### config.mk
export PLATFORM = sky130hd
export DESIGN_NAME = div_issue_queue
export DESIGN_NICKNAME = d
export VERILOG_FILES = /design/src/rtl/div_issue_queue.sv
export SDC_FILE = /design/constraint.sdc
export NUM_CORES = 1
export LEC_CHECK = 0
export ABC_AREA = 1
export BUFFER_PORTS_ARGS = -buffer_cell sky130_fd_sc_hd__buf_2
export CAP_MARGIN = 0
export CELL_PAD_IN_SITES_DETAIL_PLACEMENT = 0
export CELL_PAD_IN_SITES_GLOBAL_PLACEMENT = 1
export CORE_MARGIN = 2
export CORE_UTILIZATION = 49
export CTS_CLUSTER_DIAMETER = 40
export DETAILED_ROUTE_END_ITERATION = 7
export PLACE_DENSITY = 0.89
export SLEW_MARGIN = 20
export SYNTH_ARGS = -nofsm -noshare
export SYNTH_HDL_FRONTEND = slang
export SYNTH_SLANG_ARGS = --single-unit
### constraint.sdc
create_clock -name clk -period 7.1 [get_ports clk]
set_input_delay 0.71 -clock clk [delete_from_list [all_inputs] [get_ports clk]]
set_output_delay 0.71 -clock clk [all_outputs]
set_load 0.005 [all_outputs]
### src/rtl/div_issue_queue.sv
// Request FIFO and credit-throttled issue stage in front of the non-restoring divider.
// Optional macro DIV_ZERO_TRAP_EN drops zero-divisor requests at the FIFO head and pulses err_zero.
module div_issue_queue #(
    parameter int unsigned DEPTH        = 4,
    parameter int unsigned MAX_INFLIGHT = 2
) (
    input  logic                     clk,
    input  logic                     reset,
    input  logic                     in_valid,
    output logic                     in_ready,
    input  logic                     in_mode,
    input  logic [15:0]              in_divisor,
    input  logic [31:0]              in_dividend,
    output logic                     div_valid_in,
    output logic                     div_mode,
    output logic [15:0]              div_divisor,
    output logic [31:0]              div_dividend,
    input  logic                     div_valid_out,
    output logic [$clog2(DEPTH):0]   count,
    output logic [3:0]               inflight,
    output logic                     err_zero
);

    localparam int unsigned PTR_W = $clog2(DEPTH);
    localparam int unsigned CNT_W = PTR_W + 1;
    localparam logic [CNT_W-1:0] DEPTH_C = CNT_W'(DEPTH);
    localparam logic [3:0]       MAX_C   = 4'(MAX_INFLIGHT);

    logic              mode_mem [DEPTH];
    logic [15:0]       dvs_mem  [DEPTH];
    logic [31:0]       dvd_mem  [DEPTH];

    logic [PTR_W-1:0]  rd_q, rd_d, wr_q, wr_d;
    logic [CNT_W-1:0]  count_q, count_d;
    logic [3:0]        inflight_q, inflight_d;
    logic              valid_q, valid_d;
    logic              mode_q, mode_d;
    logic [15:0]       dvs_q, dvs_d;
    logic [31:0]       dvd_q, dvd_d;
    logic              err_q, err_d;

    logic              push, pop, issue, drop, head_valid, credit_ret;

    assign in_ready     = (count_q < DEPTH_C);
    assign push         = in_valid && in_ready;
    assign head_valid   = (count_q != '0);
    assign credit_ret   = div_valid_out && (inflight_q != '0);

`ifdef DIV_ZERO_TRAP_EN
    assign drop = head_valid && (dvs_mem[rd_q] == '0);
`else
    assign drop = 1'b0;
`endif

    // Credit test uses the registered count, so a same-cycle return cannot enable an issue.
    assign issue = head_valid && !drop && (inflight_q < MAX_C);
    assign pop   = issue || drop;

    always_comb begin
        rd_d       = rd_q;
        wr_d       = wr_q;
        count_d    = count_q;
        inflight_d = inflight_q;
        valid_d    = issue;
        err_d      = drop;
        mode_d     = mode_q;
        dvs_d      = dvs_q;
        dvd_d      = dvd_q;

        if (push) begin
            wr_d = wr_q + PTR_W'(1);
        end
        if (pop) begin
            rd_d = rd_q + PTR_W'(1);
        end
        count_d    = count_q + CNT_W'(push) - CNT_W'(pop);
        inflight_d = inflight_q + 4'(issue) - 4'(credit_ret);

        if (issue) begin
            mode_d = mode_mem[rd_q];
            dvs_d  = dvs_mem[rd_q];
            dvd_d  = dvd_mem[rd_q];
        end
    end

    always_ff @(posedge clk) begin
        if (push) begin
            mode_mem[wr_q] <= in_mode;
            dvs_mem[wr_q]  <= in_divisor;
            dvd_mem[wr_q]  <= in_dividend;
        end
    end

    always_ff @(posedge clk) begin
        if (!reset) begin
            rd_q       <= '0;
            wr_q       <= '0;
            count_q    <= '0;
            inflight_q <= '0;
            valid_q    <= 1'b0;
            err_q      <= 1'b0;
            mode_q     <= 1'b0;
            dvs_q      <= '0;
            dvd_q      <= '0;
        end else begin
            rd_q       <= rd_d;
            wr_q       <= wr_d;
            count_q    <= count_d;
            inflight_q <= inflight_d;
            valid_q    <= valid_d;
            err_q      <= err_d;
            mode_q     <= mode_d;
            dvs_q      <= dvs_d;
            dvd_q      <= dvd_d;
        end
    end

    assign count        = count_q;
    assign inflight     = inflight_q;
    assign div_valid_in = valid_q;
    assign div_mode     = mode_q;
    assign div_divisor  = dvs_q;
    assign div_dividend = dvd_q;
    assign err_zero     = err_q;

endmodule

======== Yosys cells after proc, flatten, opt, wreduce, memory -nomap -nowiden ========
Memories as Yosys holds them, arrays and structs flattened. A register that Yosys moved wholly into a read port is not among the register bits.
Index checks and enable logic that the tools add are counted.
operators by class
  add/sub/neg operators ................... 6
  order comparisons ....................... 2
  muxes and demuxes ....................... 2
  reduce and logical (&&, ||, !) cells .... 8
operator list
  cell                   number
  $add A2 B1 Y2 const B  2
  $add A4 B1 Y4          1
  $lt A4 B2 Y1 const B   1
  $reduce_bool A4 Y1     1
  $sub A4 B1 Y4          1
  $add A3 B1 Y3          1
  $logic_and A1 B1 Y1    3
  $logic_not A1 Y1       3
  $lt A3 B3 Y1 const B   1
  $reduce_bool A3 Y1     1
  $sub A3 B1 Y3          1
  $mux W1                2
storage, ports and cells
  register bits after elaboration ......... 12
  RAM bits ................................ 196
  input bits .............................. 53
  output and inout port bits .............. 59
  logic and storage cells ................. 26
  memories kept ........................... 3
memory list
  memory    words  bits a word  rd ports  clocked after Yosys merged registers in  wr ports  RTL line  source
  dvd_mem   4      32           1         1                                        1         31        logic [31:0] dvd_mem [DEPTH];
  dvs_mem   4      16           1         1                                        1         30        logic [15:0] dvs_mem [DEPTH];
  mode_mem  4      1            1         1                                        1         29        logic mode_mem [DEPTH];

======== Longest topological paths before layout ========
  depth after elaboration ................. 4
  mapped depth ............................ 14
  depth with buffers taken out ............ 13

======== Least setup slack after synthesis ========
Ideal clock, no wire load.
  path type ............................... input-to-reg
  from .................................... in in_valid
  to ...................................... mem dvd_mem[0][0], enable pin
  library setup time ...................... 0.456 ns
  arrival time ............................ 2.940 ns
  setup slack ............................. 3.704 ns
  stages on the path ...................... 2
  path through ............................ nand2_1 nor2_1
on the way
  cells in the longest elaborated chain, start to end .. 3
ends and longest elaborated chain
  what                           RTL line  source
  start, declared                9         input logic in_valid,
  $logic_and A1 B1 Y1            45        assign push = in_valid && in_ready;
  $mux W1                        87        if (push) begin
  $mux W1 (not written as such)  90        dvd_mem[wr_q] <= in_dividend;
  end, declared                  31
No other way between the ends.

======== Worst setup path after layout ========
  from .................................... reg inflight_q[2] (netlist: inflight[2])
  to ...................................... reg count_q[2] (netlist: count[2])
on the way
  cells in the longest elaborated chain, start to end .. 3
ends and longest elaborated chain
  what                    RTL line  source
  start, declared         35        logic [3:0] inflight_q, inflight_d;
  start signal, assigned  109       inflight_q <= inflight_d;
  $lt A4 B2 Y1            56        assign issue = head_valid && !drop && (inflight_q < MAX_C);
  $logic_and A1 B1 Y1     56
  named net issue         42        logic push, pop, issue, drop, head_valid, credit_ret;
  $sub A3 B1 Y3           76        count_d = count_q + CNT_W'(push) - CNT_W'(pop);
  end signal, assigned    108       count_q <= count_d;
  end, declared           34        logic [CNT_W-1:0] count_q, count_d;
The timed path passes the listed nets, and every way through them passes these cells.
A chain may end at the register's enable or synchronous reset.

==> results.ini <==
[clocking]
htree_levels = 2
hold_buffers = 0
cts_buffers = 37
cts_sinks = 257
cts-root-buf = clkbuf_16
tritoncts = built
post_cts_resized = 0
cts.path.max_buffers = 3
path_clk_slew_ps = 60
cts_setup_buffers = 0
clock_latency_ps = 510

[global_routing]
antenna_found_initial = 2
grt_max_degree = 101
grt.total_usage_pct = 18.6
grt_pass1_vias = 7052
overflow = 0
grt_pass1_wl_um = 35000

[critical_path]
rr_endpoint = count[2]$_SDFF_PN0_
crit_type = reg2reg
rr_startpoint = inflight[2]$_SDFF_PN0_
reg2reg_slack_ps = 4040
end_kind = flip-flop
cp.required_ps = 7520
worst_r2r_path_depth = 14
crit_fanout = 91
arrival_ps = 3480
cp-start-kind = flip-flop

[pwr]
share_comb_of_total_power_pct = 27.8
power_density_nw_per_um2 = 419
switching_share_pct = 32.2
pwr-share-seq_pct = 37.2
p_leak_nw = 6.24
clock_power_share_pct = 35.0
p_switching_w = 0.00175
p_int_w = 0.00369
total_power_w = 0.00544
vdd_drop_max_mv = 0.230

[hold_path]
hold_start = in_divisor[13]
hold-path-endpoint = dvs_mem[1][13]$_DFFE_PP_
whs_path_depth = 1
hp-class = in2reg

[sta]
fin_ws_ps = 4040
fin_crit_sh_pct = 43.2
setup_viol_count_final = 0
relSlewSlack_pct = 27.6
worstMarginPinSlew_ps = 1090
tns_ps = 0
rsz0062_at_grt = false
hold_viol = 0
period_needed_ps = 3060
max_freq_mhz = 326
finalClockSkew_ps = 23.5
drv_slew = 0

[final_layout]
fillers = 1830
layout.area.seq_sq_um = 7110
final_cell_mix = nand2_1 (356), inv_1 (267), edfxtp_1 (196)
antenna_cells = 0
area.growth.synth_to_final_pct = 19.1
fin_cells = 1590
design_area_sq_um = 13000
drive_gt1_share_pct = 14.9
nets = 1347
multi_input_area_sq_um = 2550
layout_commonest_cell = nand2_1

[detailed_routing]
drt_iter0_markers = 441
drtPass1Iterations = 5
routed_via_density = 4.59
vias = 7301
wl_per_cell_um = 13.5
drc = 0
totalWireLength_um = 21400
antenna_left = 0

[run_status]
status = completed

[floorplan]
initial_core_util_pct = 50.0
boundaryPins = 112
fp-row-count = 54
die_w_um = 153
fp.coreArea_sq_um = 21800
die_area_sq_um = 23500
die_h_um = 153

[yosys]
post_synth_num_cell_types = 21
syn-cell-area_sq_um = 10900
syn-num-nets = 1238
yosysWarnings = 0
synth.avg_cell_area_sq_um = 9.31
synthCells = 1172
yosysSeqAreaShare_pct = 65.1
synth-seq-cells = 257

[place]
port_buffers = 110
placed_cell_area_sq_um = 11600
dp_slack_ps = 4000
dp.cells = 1521
dp_hpwl_um = 11500
place_congestion = 0.759

[flow_run]
maxCapViolCount = 0

[per-stage QoR]
step	util, %	hold slack [ps]
floorplan	-	490
global placement	53.4	501
detailed placement	53.4	502
CTS	59.4	398
global route	59.5	402
finish	59.5	420
[power groups by stage]
stage,clock (W),combinational (W),sequential [W]
after global placement,0,0.00150,0.00205
final,0.00190,0.00151,0.00202
after floorplan,0,0.00107,0.00206
after global routing,0.00201,0.00176,0.00206
after detailed placement,0,0.00152,0.00206
after CTS,0.00194,0.00153,0.00203
[cells in the mapped netlist]
cell type  count  area [sq um]
a21oi_1        6          30.0
ha_1          11           138
xor2_1         1          8.76
conb_1         1          3.75
dfxtp_1       61          1220
nand2_1      356          1340
inv_2          3          11.3
buf_4          7          52.6
o21ai_1        1          5.00
o31a_1         1          8.76
nand2_2        2          12.5
clkbuf_1      13          48.8
o21ai_0        2          10.0
nor2_1       109           409
buf_2         27           135
inv_1        267          1000
edfxtp_1     196          5890
nor2_2         1          6.26
buf_6          3          33.8
nand3_1      102           510
fa_1           2          40.0
[logic make-up after synthesis]
logic type      share of synthesized area, %
compound gates                         0.493
xor+xnor                              0.0803
fa+ha+maj                               1.63
buf+inv                                 11.8
flops                                   65.1
other cells                           0.0344
simple gates                            20.9
[sequential cells by signal (all words and copies together) (netlist names)]
name / cells
dvd_mem: 128
dvs_mem: 64
div_dividend: 32
div_divisor: 16
inflight: 4
mode_mem: 4
count: 3
rd_q: 2
wr_q: 2
div_mode: 1
div_valid_in: 1
[worst max path at each step]
stage | from | endpoint | slack (ps) | cells past startpoint
final | inflight[2]$_SDFF_PN0_ | count[2]$_SDFF_PN0_ | 4040 | 14
after global routing | inflight[2]$_SDFF_PN0_ | count[2]$_SDFF_PN0_ | 3700 | 14
after CTS | inflight[2]$_SDFF_PN0_ | count[2]$_SDFF_PN0_ | 3980 | 14
after detailed placement | inflight[2]$_SDFF_PN0_ | count[2]$_SDFF_PN0_ | 4000 | 14
after global placement | inflight[2]$_SDFF_PN0_ | count[2]$_SDFF_PN0_ | 4050 | 14
after floorplan | in_valid | dvd_mem[0][0]$_DFFE_PP_ | 3700 | 2
[area by class of cell]
type	instances	area share, %
flip-flops and latches	257	54.7
multi-input cells	595	19.7
inverters	270	7.81
clock buffers	44	7.73
repair buffers	120	4.94
well taps	280	2.70
clock inverters	24	2.42
[routing by layer]
| layer | GRT usage, % | wire length (um) |
|---|---|---|
| met4 | 6.26 | 468 |
| met2 | 32.0 | 10600 |
| met5 | 0 | 30 |
| met1 | 23.3 | 9130 |
| met3 | 4.20 | 1190 |
[worst max-delay path, cell delays in order, from the launching register on]
cell and delay, ps:
dfxtp_1 320, inv_1 60, ha_1 180, inv_1 80, nor2_2 60, nand2_4 150
buf_4 730, inv_1 150, ha_1 320, inv_1 40, ha_1 190, fa_1 380
inv_1 70, nand3_1 70, a21oi_1 140
(Power assumes the default switching activity.)
